<file path="src/rtl/ulpi_rxcmd_monitor_pkg.sv">
// Shared ULPI RXCMD field layout, line/VBUS/event encodings, bus-state encodings and default tick constants.
package ulpi_rxcmd_monitor_pkg;

  localparam int unsigned DEF_RESET_TICKS   = 180;     // 3.0 us SE0 at 60 MHz
  localparam int unsigned DEF_SUSPEND_TICKS = 180000;  // 3.0 ms idle J at 60 MHz
  localparam int unsigned DEF_TMR_W         = 18;
  localparam int unsigned ERR_W             = 16;

  typedef enum logic [1:0] {
    LS_SE0 = 2'b00,
    LS_J   = 2'b01,
    LS_K   = 2'b10,
    LS_SE1 = 2'b11
  } line_state_t;

  typedef enum logic [1:0] {
    VB_SESS_END  = 2'b00,
    VB_SESS_VLD  = 2'b01,
    VB_A_VLD     = 2'b10,
    VB_VALID     = 2'b11
  } vbus_state_t;

  typedef enum logic [1:0] {
    EV_NONE      = 2'b00,
    EV_ACTIVE    = 2'b01,
    EV_HOST_DISC = 2'b10,
    EV_ERROR     = 2'b11
  } rx_event_t;

  typedef enum logic [2:0] {
    ST_DETACHED   = 3'd0,
    ST_ACTIVE     = 3'd1,
    ST_SE0_TIMING = 3'd2,
    ST_IN_RESET   = 3'd3,
    ST_SUSPEND    = 3'd4
  } bus_state_t;

  // RXCMD[6:0] bit positions: [6] id_gnd, [5:4] rx_event, [3:2] vbus, [1:0] line
  typedef struct packed {
    logic        id_gnd;
    rx_event_t   rx_event;
    vbus_state_t vbus;
    line_state_t line;
  } rxcmd_t;

endpackage

</file>
<file path="src/rtl/ulpi_rxcmd_monitor_line_timer.sv">
// usb_line_timer: saturating cycle counter with clear/enable and a terminal-count compare.
module usb_line_timer #(
  parameter int unsigned W = 18
) (
  input  logic         clk,
  input  logic         rst,
  input  logic         clr,
  input  logic         en,
  input  logic [W-1:0] term,
  output logic         hit_c
);

  localparam logic [W-1:0] MAX = '1;

  logic [W-1:0] count;

  always_ff @(posedge clk) begin
    if (rst || clr) begin
      count <= '0;
    end else if (en && (count != MAX)) begin
      count <= count + W'(1);
    end
  end

  assign hit_c = (count == term);

endmodule

</file>
<file path="src/rtl/ulpi_rxcmd_monitor.sv">
// ULPI RXCMD decoder and USB device bus-state monitor (detach, bus reset, suspend, resume).
// Optional RX error counter built when RXCMD_ERRCNT_EN is defined.
module ulpi_rxcmd_monitor
  import ulpi_rxcmd_monitor_pkg::*;
#(
  parameter int unsigned RESET_TICKS   = DEF_RESET_TICKS,
  parameter int unsigned SUSPEND_TICKS = DEF_SUSPEND_TICKS,
  parameter int unsigned TMR_W         = DEF_TMR_W
) (
  input  logic             CLK_60M,
  input  logic             RST_USB,
  input  logic [7:0]       RXCMD,
  input  logic             RXCMD_VALID,
  output logic [1:0]       LINE_STATE,
  output logic [1:0]       VBUS_STATE,
  output logic             RX_ACTIVE,
  output logic             RX_ERROR,
  output logic             HOST_DISC,
  output logic             ID_GND,
  output logic             ATTACHED,
  output logic             BUS_RESET,
  output logic             RESET_ACTIVE,
  output logic             SUSPENDED,
  output logic             RESUME,
  output logic             LINE_CHANGE,
  output logic [ERR_W-1:0] ERR_CNT
);

  rxcmd_t     cmd;
  bus_state_t state;
  bus_state_t nxt_state;
  logic       bus_reset_c;
  logic       resume_c;
  logic       run_c;
  logic       hit_c;
  logic [TMR_W-1:0] term;
  logic       unused_alt_int;

  assign cmd            = rxcmd_t'(RXCMD[6:0]);
  assign unused_alt_int = RXCMD[7];

  // Field capture; LINE_CHANGE compares against the value being replaced
  always_ff @(posedge CLK_60M) begin
    if (RST_USB) begin
      LINE_STATE  <= 2'b00;
      VBUS_STATE  <= 2'b00;
      RX_ACTIVE   <= 1'b0;
      RX_ERROR    <= 1'b0;
      HOST_DISC   <= 1'b0;
      ID_GND      <= 1'b0;
      LINE_CHANGE <= 1'b0;
    end else begin
      LINE_CHANGE <= RXCMD_VALID && (cmd.line != LINE_STATE);
      if (RXCMD_VALID) begin
        LINE_STATE <= cmd.line;
        VBUS_STATE <= cmd.vbus;
        RX_ACTIVE  <= (cmd.rx_event == EV_ACTIVE) || (cmd.rx_event == EV_ERROR);
        RX_ERROR   <= (cmd.rx_event == EV_ERROR);
        HOST_DISC  <= (cmd.rx_event == EV_HOST_DISC);
        ID_GND     <= cmd.id_gnd;
      end
    end
  end

  assign term = (state == ST_SE0_TIMING) ? TMR_W'(RESET_TICKS - 1) : TMR_W'(SUSPEND_TICKS - 1);

  // Next-state from registered fields: detach first, then SE0, then per-state rules
  always_comb begin
    nxt_state   = state;
    bus_reset_c = 1'b0;
    resume_c    = 1'b0;
    run_c       = 1'b0;
    if (VBUS_STATE != VB_VALID) begin
      nxt_state = ST_DETACHED;
    end else if (state == ST_DETACHED) begin
      nxt_state = ST_ACTIVE;
    end else if ((LINE_STATE == LS_SE0) && ((state == ST_ACTIVE) || (state == ST_SUSPEND))) begin
      nxt_state = ST_SE0_TIMING;
    end else begin
      case (state)
        ST_ACTIVE: begin
          run_c = (LINE_STATE == LS_J) && !RX_ACTIVE;
          if (run_c && hit_c) nxt_state = ST_SUSPEND;
        end
        ST_SE0_TIMING: begin
          if (LINE_STATE != LS_SE0) begin
            nxt_state = ST_ACTIVE;
          end else begin
            run_c = 1'b1;
            if (hit_c) begin
              nxt_state   = ST_IN_RESET;
              bus_reset_c = 1'b1;
            end
          end
        end
        ST_IN_RESET: begin
          if (LINE_STATE != LS_SE0) nxt_state = ST_ACTIVE;
        end
        ST_SUSPEND: begin
          if (LINE_STATE == LS_K) begin
            nxt_state = ST_ACTIVE;
            resume_c  = 1'b1;
          end
        end
        default: nxt_state = ST_DETACHED;
      endcase
    end
  end

  always_ff @(posedge CLK_60M) begin
    if (RST_USB) begin
      state        <= ST_DETACHED;
      ATTACHED     <= 1'b0;
      BUS_RESET    <= 1'b0;
      RESET_ACTIVE <= 1'b0;
      SUSPENDED    <= 1'b0;
      RESUME       <= 1'b0;
    end else begin
      state        <= nxt_state;
      ATTACHED     <= (nxt_state != ST_DETACHED);
      BUS_RESET    <= bus_reset_c;
      RESET_ACTIVE <= (nxt_state == ST_IN_RESET);
      SUSPENDED    <= (nxt_state == ST_SUSPEND);
      RESUME       <= resume_c;
    end
  end

  // Idle/SE0 duration; restarts on any state change, line change or loss of the timed condition
  usb_line_timer #(.W(TMR_W)) u_timer (
    .clk   (CLK_60M),
    .rst   (RST_USB),
    .clr   ((nxt_state != state) || LINE_CHANGE || !run_c),
    .en    (run_c),
    .term  (term),
    .hit_c (hit_c)
  );

`ifdef RXCMD_ERRCNT_EN
  logic rx_error_d;

  always_ff @(posedge CLK_60M) begin
    if (RST_USB) begin
      rx_error_d <= 1'b0;
      ERR_CNT    <= '0;
    end else begin
      rx_error_d <= RX_ERROR;
      if (BUS_RESET) begin
        ERR_CNT <= '0;
      end else if (RX_ERROR && !rx_error_d && (ERR_CNT != '1)) begin
        ERR_CNT <= ERR_CNT + ERR_W'(1);
      end
    end
  end
`else
  assign ERR_CNT = '0;
`endif

endmodule

</file>
<file path="config.mk">
export PLATFORM = sky130hd
export DESIGN_NAME = ulpi_rxcmd_monitor
export DESIGN_NICKNAME = d
export VERILOG_FILES = /design/src/rtl/ulpi_rxcmd_monitor_pkg.sv /design/src/rtl/ulpi_rxcmd_monitor_line_timer.sv /design/src/rtl/ulpi_rxcmd_monitor.sv
export SDC_FILE = /design/constraint.sdc
export NUM_CORES = 1
export LEC_CHECK = 0
export ABC_AREA = 1
export CORE_ASPECT_RATIO = 1.2
export CORE_MARGIN = 2
export CORE_UTILIZATION = 35
export DETAILED_ROUTE_END_ITERATION = 8
export HOLD_SLACK_MARGIN = 0.08
export PLACE_DENSITY = 0.6
export SYNTH_ARGS = -nofsm -noshare
export SYNTH_HDL_FRONTEND = slang
export SYNTH_SLANG_ARGS = --single-unit
</file>
<file path="constraint.sdc">
create_clock -name CLK_60M -period 2.5 [get_ports CLK_60M]
set_input_delay 0.5 -clock CLK_60M [delete_from_list [all_inputs] [get_ports CLK_60M]]
set_output_delay 0.5 -clock CLK_60M [all_outputs]
set_load 0.01 [all_outputs]
</file>
==> results.md, run 1 <==
- Run status: completed
- Number of max-cap violations: 0
- Highest achievable clock rate: 0.513 GHz
- Global Route Usage Sum: 0.152
- Reg2reg end: u_timer.count[0]
- Global-route wire length before repair: 7780 um
- Number of register bits inferred by synthesis: 35
- Reg-to-reg setup timing slack: 0.55 ns
- Routability congestion estimate from global placement: 0.858
- Site Rows: 31
- Final total negative setup slack: 0 ns
- Netlist cell types: 33
- Initial DRC Count: 72
- Worst-path cell chain: ha_1, nand3_1, nor3_1, nand4_1, o21ai_1, nand2_1, o21ai_2, inv_2, nand2_4, nor2_1
- Switching share of total power: 0.236
- Total power: 1.12 mW
- Fraction of the yosys area taken by sequential cells: 0.330
- Routed vias/inst: 4.36
- Via total after detailed routing: 1828
- Routed wire length per instance: 10.5 um
- Type of the tightest min-delay check: flop to flop
- Critical Path AT: 2.13 ns
- Die Area: 6700 um2
- CP startpoint kind: flop
- Start point of the critical path: u_timer.count[0]
- Antenna violations before repair: 0
- Post-CTS setup repair buffer count: 0
- Mapped Area: 2120 um2
- Vertical extent of the die: 89.3 um
- Min Clock Period, post-route: 1.95 ns
- Critical Path Sink Type: flop
- Hold endpoint: RX_ERROR
- Drt pass-1 iters: 4
- H-tree depth: 2
- Post-detailed-placement half-perimeter wirelength: 3390 um
- Worst endpoint required time: 2.68 ns
- Start point of the worst hold path: RX_ERROR
- Hold-critical path depth: 2
- Worst flop-to-flop path startpoint: u_timer.count[0]
- R2R depth: 10
- Insertion delay of the later-clocked pin in the worst-skew pair: 0.29 ns
- Worst clock skew: 0.00187 ns
- NumNets Final: 348
- PD cells: 452 nW/um2
- Syn. warnings: 0
- Die W: 75.1 um
- Relative contribution of combinational cells to total power: 0.078
- Share of power burned in the clock network: 0.410
- Leakage power: 0.952 nW
- Clock root cell: sky130_fd_sc_hd__clkbuf_8
- Highest-count cells in the layout ignoring fill and taps: sky130_fd_sc_hd__nor2_1, sky130_fd_sc_hd__nand2_1, sky130_fd_sc_hd__inv_1
- Vias in the first global route: 1824
- Final routed DRC violation total: 0
- Setup violation total in the final timing report: 0
- Hold buffer count at CTS: 0
- Total clock buffers created by CTS: 5
- Clock transition at the registers of the reported paths: 0.07 ns
- Final Slew Violations: 0
- Worst IR Drop VDD: 0.000272 V
- Number of endpoints with negative hold slack in the final report: 0
- Total inserted antenna cells: 0
- Net switching component of the power: 265 uW
- Cell count after synthesis: 308
- Area inside the core boundary: 5930 um2
- Clock Tree Buf Depth: 2
- Master of the slowest instance on the critical path: sky130_fd_sc_hd__dfxtp_1
- Total of buffers placed on input and output ports: 23
- Clock tree from TritonCTS: yes
- Int Pwr: 858 uW
- Final Routed Wirelength: 4390 um
- Unrepaired setup endpoints after global routing: no
- Largest stage delay on the critical path: 0.40 ns
- Sequential power share: 0.512
- Total clock sinks: 35
- Total overflow reported by the global router: 0
- Share of the cycle needed by the critical path after routing: 0.779
- Remaining antenna violation count after routing: 0
- Commonest non-fill, non-tap cell in the layout: sky130_fd_sc_hd__nor2_1
- Largest net degree at the start of global routing: 19
- Starting Density: 0.358
- Setup Crit Path Kind: flop to flop
- I/O pin count: 41
- Area growth from synthesis to layout: 17.2%
- Share of layout cells above drive strength 1: 0.134
- Max FO, Critical Path: 18
- Average cell area after synthesis: 6.89 um2
- Number of instances resized during post-cts repair: 0
-- worst max-delay path: cells and delay by family (launching register included) --
kind	cells	cell delay [ns]
buffers and inverters	1	0.05
AO/OA/AOI/OAI	2	0.25
adder cells (fa/ha/maj)	1	0.19
flip-flops	1	0.40
AND/OR/NAND/NOR	6	0.94
-- worst max path at each step --
stage	endpoint	cells after the start
after global placement	u_timer.count[10]	10
after CTS	u_timer.count[14]	12
after floorplan	u_timer.count[10]	13
final	u_timer.count[0]	10
after detailed placement	u_timer.count[0]	10
after global routing	u_timer.count[0]	12
-- layer usage --
layer	share of wire	vias up	global-route usage	wire, um
met5	0	-	0	0
met4	0.0089	0	0.0536	39
met1	0.44	817	0.165	1920
li1	-	971	-	-
met3	0.050	4	0.0474	221
met2	0.50	36	0.275	2210
-- power by group through the flow --
stage | combinational, mW | sequential [mW] | clock, mW
after CTS | 0.0885 | 0.575 | 0.477
final | 0.0878 | 0.575 | 0.461
after floorplan | 0.0612 | 0.591 | 0
after global routing | 0.0992 | 0.576 | 0.503
after global placement | 0.0879 | 0.587 | 0
after detailed placement | 0.0878 | 0.587 | 0
-- registers in the layout, indices dropped and copies added (netlist names) --
name and cells:
RESET_ACTIVE 1, LINE_CHANGE 1, RX_ACTIVE 1, SUSPENDED 1, LINE_STATE 2, RESUME 1, ID_GND 1, state 3
BUS_RESET 1, ATTACHED 1, HOST_DISC 1, u_timer.count 18, RX_ERROR 1, VBUS_STATE 2
-- area by class of cell --
class,instances,area [um2]
tap,82,103
timing repair buffer,25,245
sequential,35,701
multi-input combinational,223,1170
clock buffer,8,100
inverter,46,173
fill,642,3450
-- cells in the mapped netlist --
cell,count,area share
sky130_fd_sc_hd__a21oi_4,1,0.0077
sky130_fd_sc_hd__nor2_2,10,0.029
sky130_fd_sc_hd__nand3_2,2,0.0094
sky130_fd_sc_hd__nor3_1,5,0.012
sky130_fd_sc_hd__mux2i_1,1,0.0047
sky130_fd_sc_hd__o211ai_2,1,0.0059
sky130_fd_sc_hd__ha_1,1,0.0059
sky130_fd_sc_hd__o21ai_4,1,0.0077
sky130_fd_sc_hd__nor3b_1,2,0.0071
sky130_fd_sc_hd__inv_2,4,0.0071
sky130_fd_sc_hd__nor2_1,57,0.10
sky130_fd_sc_hd__xor2_1,11,0.045
sky130_fd_sc_hd__nor2_4,5,0.027
sky130_fd_sc_hd__o21ai_1,5,0.012
sky130_fd_sc_hd__o21ai_2,1,0.0041
sky130_fd_sc_hd__nand2_2,9,0.027
sky130_fd_sc_hd__inv_1,42,0.074
sky130_fd_sc_hd__xor2_2,1,0.0077
sky130_fd_sc_hd__nor4_1,3,0.0088
sky130_fd_sc_hd__o21ai_0,9,0.021
sky130_fd_sc_hd__nand2_4,1,0.0053
sky130_fd_sc_hd__nand2_1,51,0.090
sky130_fd_sc_hd__conb_1,1,0.0018
sky130_fd_sc_hd__dfxtp_1,35,0.33
sky130_fd_sc_hd__buf_4,16,0.057
sky130_fd_sc_hd__a21oi_1,8,0.019
sky130_fd_sc_hd__nand4_1,6,0.018
sky130_fd_sc_hd__nand3_1,10,0.024
sky130_fd_sc_hd__o21bai_1,1,0.0035
sky130_fd_sc_hd__or3_1,1,0.0029
sky130_fd_sc_hd__buf_6,1,0.0053
sky130_fd_sc_hd__clkbuf_1,2,0.0035
sky130_fd_sc_hd__xnor2_1,4,0.017
-- cell families after synthesis --
group,share of synthesized area
compound gates,0.0808
xor+xnor,0.0696
fa+ha+maj,0.00590
buf+inv,0.147
flops,0.330
mux,0.00472
other cells,0.00177
simple gates,0.360
-- stage by stage --
step	instances	area [um2]	util	hold WS, ns	worst slack (ns)
2_1_floorplan	323	2180	-	0.490	0.691
3_3_place_gp	411	2390	0.402	0.458	0.572
3_5_place_dp	411	2390	0.402	0.461	0.544
4_1_cts	419	2490	0.419	0.477	0.527
5_1_grt	419	2490	0.419	0.485	0.340
6_report	419	2490	0.419	0.470	0.552
Note: power is estimated with default switching activity, not from simulation.
==> run 2: changes to the inputs <==
--- a/config.mk
+++ b/config.mk
@@ -11,7 +11,7 @@
 export CORE_UTILIZATION = 35
 export DETAILED_ROUTE_END_ITERATION = 8
 export HOLD_SLACK_MARGIN = 0.08
-export PLACE_DENSITY = 0.6
+export PLACE_DENSITY = 0.62
 export SYNTH_ARGS = -nofsm -noshare
 export SYNTH_HDL_FRONTEND = slang
 export SYNTH_SLANG_ARGS = --single-unit
==> constraint.sdc (replaced) <==
create_clock -name CLK_60M -period 1.7 [get_ports CLK_60M]
set_input_delay 0.34 -clock CLK_60M [delete_from_list [all_inputs] [get_ports CLK_60M]]
set_output_delay 0.34 -clock CLK_60M [all_outputs]
set_load 0.01 [all_outputs]
==> run 2 against run 1 <==
Net effect: non-clock buffer count increased by 51; via count increased by 15%; the run now ends with negative setup slack left; clock power rose by 73%; largest power group unchanged.
==> results.md, run 2 (synthesized netlist as in run 1, its figures left out) <==
- End-of-flow core utilization: 0.529 (+0.110)
- Type of the tightest min-delay check: flop to flop
- Setup violation total in the final timing report: 19 (+19)
- Non-filler instance count after layout: 473 (+13%)
- Critical Path AT: 2.02 ns (-0.11 ns)
- Clock Tree Buf Depth: 2 (unchanged)
- Min Clock Period, post-route: 1.78 ns (-0.172 ns)
- I/O pin count: 41 (unchanged)
- Total inserted antenna cells: 0 (unchanged)
- Starting Density: 0.358 (unchanged)
- Number of max-cap violations: 0 (unchanged)
- Failing checks: negative setup slack
- Number of endpoints with negative hold slack in the final report: 0 (unchanged)
- Largest net degree at the start of global routing: 12 (-7)
- Master of the slowest instance on the critical path: sky130_fd_sc_hd__dfxtp_2
- Final Slew Violations: 0 (unchanged)
- Routed vias/inst: 4.43 (+1.5%)
- Remaining antenna violation count after routing: 0 (unchanged)
- Total clock buffers created by CTS: 5 (unchanged)
- Area inside the core boundary: 5930 um2 (unchanged)
- Highest-count cells in the layout ignoring fill and taps: sky130_fd_sc_hd__nor2_1, sky130_fd_sc_hd__buf_4, sky130_fd_sc_hd__nand2_1
- Setup Crit Path Kind: flop to flop
- Start point of the critical path: u_timer.count[0]
- Site Rows: 31 (unchanged)
- Worst endpoint required time: 1.94 ns (-0.74 ns)
- Post-detailed-placement half-perimeter wirelength: 3730 um (+9.9%)
- Antenna violations before repair: 0 (unchanged)
- Worst-path cell chain: ha_4, buf_4, nand2_1, nor2_2, nand2_2, o21ai_4, buf_12, nor2_4, nand2_2, buf_4, xnor2_1, inv_1, nor2_2
- Insertion delay of the later-clocked pin in the worst-skew pair: 0.30 ns (about the same)
- Filler instances: 579 (-9.8%)
- Worst IR Drop VDD: 0.000303 V (+11%)
- Final routed DRC violation total: 0 (unchanged)
- Clock tree from TritonCTS: yes
- Finished Cell Area: 3140 um2 (+26%)
- Share of the cycle needed by the critical path after routing: 1.05 (+0.266)
- Clock transition at the registers of the reported paths: 0.08 ns (about the same)
- Area growth from synthesis to layout: 48.1%
- Initial DRC Count: 100 (+39%)
- Routability congestion estimate from global placement: 0.877 (+2.2%)
- Run status: finished, violations left
- Register with the most flip-flops: u_timer.count
- Leakage power: 1.24 nW (+31%)
- Commonest non-fill, non-tap cell in the layout: sky130_fd_sc_hd__nor2_1
- Unrepaired setup endpoints after global routing: yes
- Start point of the worst hold path: RX_ERROR
- Via total after detailed routing: 2095 (+15%)
- Largest stage delay on the critical path: 0.36 ns (-0.04 ns)
- Highest achievable clock rate: 0.563 GHz (+9.7%)
- Total of buffers placed on input and output ports: 23 (unchanged)
- Post-Place Cell Area: 2710 um2 (+14%)
- Routed wire length per instance: 11.3 um (+7.4%)
- NumNets Final: 402 (+16%)
- Registers with the highest flip-flop counts: u_timer.count (18), state (3)
- Worst clock skew: 0.00631 ns (+0.00444 ns)
- Vertical extent of the die: 89.3 um (unchanged)
- Final worst setup slack: -0.0765 ns (-0.628 ns)
- Global Route Usage Sum: 0.173 (+0.0210)
- CP startpoint kind: flop
- Largest register FFs: 18 (unchanged)
- Drt pass-1 iters: 4 (unchanged)
- PD cells: 571 nW/um2 (+26%)
- Critical Path Sink Type: flop
- Share of layout cells above drive strength 1: 0.348 (+0.214)
- Global-route wire length before repair: 8730 um (+12%)
- Hold buffer count at CTS: 0 (unchanged)
- Max FO, Critical Path: 6 (-12)
- Die W: 75.1 um (unchanged)
- Total clock sinks: 35 (unchanged)
- Total power: 1.79 mW (+60%)
- Worst flop-to-flop path startpoint: u_timer.count[0]
- Number of placed instances, taps included: 452 (+10%)
- Final Routed Wirelength: 5320 um (+21%)
- Total overflow reported by the global router: 0 (unchanged)
- H-tree depth: 2 (unchanged)
- Clock root cell: sky130_fd_sc_hd__clkbuf_8
- Die Area: 6700 um2 (unchanged)
- Vias in the first global route: 2051 (+12%)
-- run 2: cell count changes in the layout (fill, tap and decap cells not counted), moves of 3 or more --
cell and change:
sky130_fd_sc_hd__buf_4 +46, sky130_fd_sc_hd__dfxtp_1 -17, sky130_fd_sc_hd__dfxtp_2 +14, sky130_fd_sc_hd__nand2_1 -7
sky130_fd_sc_hd__nand2_4 +5, sky130_fd_sc_hd__nor2_1 -5, sky130_fd_sc_hd__buf_6 +4, sky130_fd_sc_hd__nand3_4 +4
sky130_fd_sc_hd__dfxtp_4 +3, sky130_fd_sc_hd__inv_4 +3, sky130_fd_sc_hd__nand2_2 +3, sky130_fd_sc_hd__nand3_1 -3
sky130_fd_sc_hd__nor2_4 +3
-- run 2: final cells by class --
cell class | count | area [um2] | area share
Clock buffer | 6 | 82.6 | 0.0263
Sequential cell | 35 | 729 | 0.232
Inverter | 46 | 180 | 0.0573
Clock inverter | 2 | 35.0 | 0.0112
Multi-Input combinational cell | 226 | 1360 | 0.432
Tap cell | 82 | 103 | 0.0327
Timing Repair Buffer | 76 | 656 | 0.209
-- run 2: metrics by stage --
step / worst slack [ns] / TNS, ns / hold WS [ns]
final: -0.0765 / -0.570 / 0.483
after global routing: -0.253 / -4.74 / 0.533
after CTS: -0.0219 / -0.183 / 0.476
after detailed placement: -0.0958 / -1.44 / 0.458
after global placement: -0.0481 / -0.732 / 0.460
after floorplan: 0.0299 / 0 / 0.424
-- run 2: repair_timing --
item,in CTS,in global routing
gates resized for setup,25,36
cloned,3,0
hold endpoints to repair,0,0
buffers inserted,5,7
setup endpoints to repair,18,24
pin swaps,10,16
-- run 2: final timing paths --
check / endpoint / depth (start not counted) / slack [ns]
worst min-delay path: RX_ERROR / 2 / 0.48
worst max register to register: u_timer.count[4] / 13 / -0.08
worst max-delay path: u_timer.count[4] / 13 / -0.08
worst min register to register: RX_ERROR / 2 / 0.48
-- run 2: worst max-delay path: cells and delay by family, from the launching register on --
family	cells	cell delay, ns
AND/OR/NAND/NOR	6	0.47
XOR/XNOR	1	0.10
flip-flops	1	0.36
adder cells (fa/ha/maj)	1	0.15
buffers and inverters	4	0.45
AO/OA/AOI/OAI	1	0.18
-- run 2: layer usage --
layer | track usage | part of all wire
met4 | 0.0893 | 0.024
met2 | 0.314 | 0.54
met3 | 0.0485 | 0.041
met1 | 0.179 | 0.40
met5 | 0 | 0
-- run 2: power breakdown --
group / internal (mW) / switching [mW] / total [mW]
Combinational: 0.0720 / 0.0834 / 0.155
Sequential: 0.830 / 0.0101 / 0.840
Clock: 0.475 / 0.324 / 0.798
==> run 3: changes to the inputs <==
--- a/config.mk
+++ b/config.mk
@@ -11,6 +11,7 @@
 export CORE_UTILIZATION = 35
 export DETAILED_ROUTE_END_ITERATION = 8
 export HOLD_SLACK_MARGIN = 0.08
+export MAX_ROUTING_LAYER = met4
 export PLACE_DENSITY = 0.62
 export SYNTH_ARGS = -nofsm -noshare
 export SYNTH_HDL_FRONTEND = slang
==> run 3 against run 2 <==
Net effect: the flow still finishes with violations (negative setup slack); sequential share of layout area unchanged; sequential power about the same; critical path depth unchanged; critical path type unchanged; largest power group unchanged.
==> results.md, run 3 (synthesized netlist as in run 1, its figures left out) <==
- Setup violation total in the final timing report: 19 (unchanged)
- PD cells: 572 nW/um2 (+0.13%)
- Worst clock skew: 0.00613 ns (-0.000180 ns)
- Area growth from synthesis to layout: 48.1% (unchanged)
- Register with the most flip-flops: u_timer.count
- Share of layout cells above drive strength 1: 0.348 (unchanged)
- Failing checks: negative setup slack
- Routed wire length per instance: 11.3 um (+0.60%)
- Run status: finished, violations left
- Commonest non-fill, non-tap cell in the layout: sky130_fd_sc_hd__nor2_1
- Total inserted antenna cells: 0 (unchanged)
- Drt pass-1 iters: 4 (unchanged)
- Post-detailed-placement half-perimeter wirelength: 3730 um (unchanged)
- Largest net degree at the start of global routing: 12 (unchanged)
- Clock transition at the registers of the reported paths: 0.08 ns (about the same)
- Leakage power: 1.24 nW (unchanged)
- Total clock buffers created by CTS: 5 (unchanged)
- Area inside the core boundary: 5930 um2 (unchanged)
- I/O pin count: 41 (unchanged)
- Share of the cycle needed by the critical path after routing: 1.05 (+0.00261)
- Largest register FFs: 18 (unchanged)
- Global Route Usage Sum: 0.178 (+0.00518)
- Worst endpoint required time: 1.94 ns (about the same)
- Vertical extent of the die: 89.3 um (unchanged)
- Worst IR Drop VDD: 0.000304 V (+0.15%)
- Via total after detailed routing: 2099 (+0.19%)
- Type of the tightest min-delay check: flop to flop
- Initial DRC Count: 106 (+6.0%)
- Final worst setup slack: -0.0810 ns (-0.00444 ns)
- Filler instances: 579 (unchanged)
- Routed vias/inst: 4.44 (+0.19%)
- Site Rows: 31 (unchanged)
- NumNets Final: 402 (unchanged)
- Number of endpoints with negative hold slack in the final report: 0 (unchanged)
- Highest-count cells in the layout ignoring fill and taps: sky130_fd_sc_hd__nor2_1, sky130_fd_sc_hd__buf_4, sky130_fd_sc_hd__nand2_1
- Vias in the first global route: 2049 (-0.098%)
- Global-route wire length before repair: 8730 um (unchanged)
- Clock root cell: sky130_fd_sc_hd__clkbuf_8
- Antenna violations before repair: 0 (unchanged)
- Registers with the highest flip-flop counts: u_timer.count (18), state (3)
- Number of max-cap violations: 0 (unchanged)
- Critical Path Sink Type: flop
- Routability congestion estimate from global placement: 0.892 (+1.7%)
- Starting Density: 0.358 (unchanged)
- Die W: 75.1 um (unchanged)
- H-tree depth: 2 (unchanged)
- Highest achievable clock rate: 0.561 GHz (-0.25%)
- Clock Tree Buf Depth: 2 (unchanged)
- Total of buffers placed on input and output ports: 23 (unchanged)
- Finished Cell Area: 3140 um2 (unchanged)
- Final routed DRC violation total: 0 (unchanged)
- Total clock sinks: 35 (unchanged)
- Critical Path AT: 2.02 ns (about the same)
- Max FO, Critical Path: 6 (unchanged)
- Final Slew Violations: 0 (unchanged)
- Total overflow reported by the global router: 0 (unchanged)
- CP startpoint kind: flop
- Unrepaired setup endpoints after global routing: yes
- Post-Place Cell Area: 2710 um2 (unchanged)
- Setup Crit Path Kind: flop to flop
- Final total negative setup slack: -0.636 ns (-0.0660 ns)
- Die Area: 6700 um2 (unchanged)
- Remaining antenna violation count after routing: 0 (unchanged)
- Clock tree from TritonCTS: yes
- Hold buffer count at CTS: 0 (unchanged)
- Final Routed Wirelength: 5360 um (+0.60%)
- Min Clock Period, post-route: 1.78 ns (+0.00444 ns)
- Insertion delay of the later-clocked pin in the worst-skew pair: 0.30 ns (about the same)
run 3: cell counts in the layout (fill, tap and decap cells not counted):
No cell type changed its count.
run 3: final timing paths:
| check | from | endpoint | slack [ns] | cells after the start |
|---|---|---|---|---|
| worst min register to register | RX_ERROR | RX_ERROR | 0.48 | 2 |
| worst max-delay path | u_timer.count[0] | u_timer.count[4] | -0.08 | 13 |
| worst max register to register | u_timer.count[0] | u_timer.count[4] | -0.08 | 13 |
| worst min-delay path | RX_ERROR | RX_ERROR | 0.48 | 2 |
run 3: power by group:
| part | internal [mW] | switching, mW | leakage, nW | total, mW |
|---|---|---|---|---|
| logic | 0.0720 | 0.0836 | 0.890 | 0.156 |
| registers | 0.829 | 0.0102 | 0.293 | 0.840 |
| clock network | 0.475 | 0.326 | 0.0612 | 0.800 |
run 3: per-stage QoR:
stage	worst slack, ns	utilization	power [mW]	cells	hold WS (ns)
floorplan	0.0299	-	0.959	323	0.424
global placement	-0.0481	0.457	1.01	452	0.460
detailed placement	-0.0958	0.457	1.01	452	0.458
CTS	-0.0219	0.502	1.81	468	0.476
global route	-0.253	0.529	1.87	473	0.533
finish	-0.0810	0.529	1.80	473	0.483
run 3: what timing repair did:
action                                  CTS  global route
setup buffers                             5             7
endpoints found under the setup margin   18            24
resized for setup                        25            36
gates cloned                              3             0
pin swaps                                10            16
run 3: worst max-delay path, stage by stage, from the launching register on:
cell and delay, ns:
sky130_fd_sc_hd__dfxtp_2 0.36, sky130_fd_sc_hd__ha_4 0.15, sky130_fd_sc_hd__buf_4 0.14, sky130_fd_sc_hd__nand2_1 0.07
sky130_fd_sc_hd__nor2_2 0.12, sky130_fd_sc_hd__nand2_2 0.08, sky130_fd_sc_hd__o21ai_4 0.18, sky130_fd_sc_hd__buf_12 0.14
sky130_fd_sc_hd__nor2_4 0.04, sky130_fd_sc_hd__nand2_2 0.08, sky130_fd_sc_hd__buf_4 0.11, sky130_fd_sc_hd__xnor2_1 0.10
sky130_fd_sc_hd__inv_1 0.06, sky130_fd_sc_hd__nor2_2 0.08
run 3: area by class of cell:
cell class              instances  area [um2]  area share
multi-input cells             226        1360       0.432
flip-flops and latches         35         729       0.232
repair buffers                 76         656       0.209
inverters                      46         180      0.0573
well taps                      82         103      0.0327
clock buffers                   6        82.6      0.0263
clock inverters                 2        35.0      0.0112
run 3: metal layers:
metal	wire length, um	global-route usage
met1	2140	0.181
met2	2870	0.314
met3	220	0.0451
met4	125	0.0893
met5	0	-
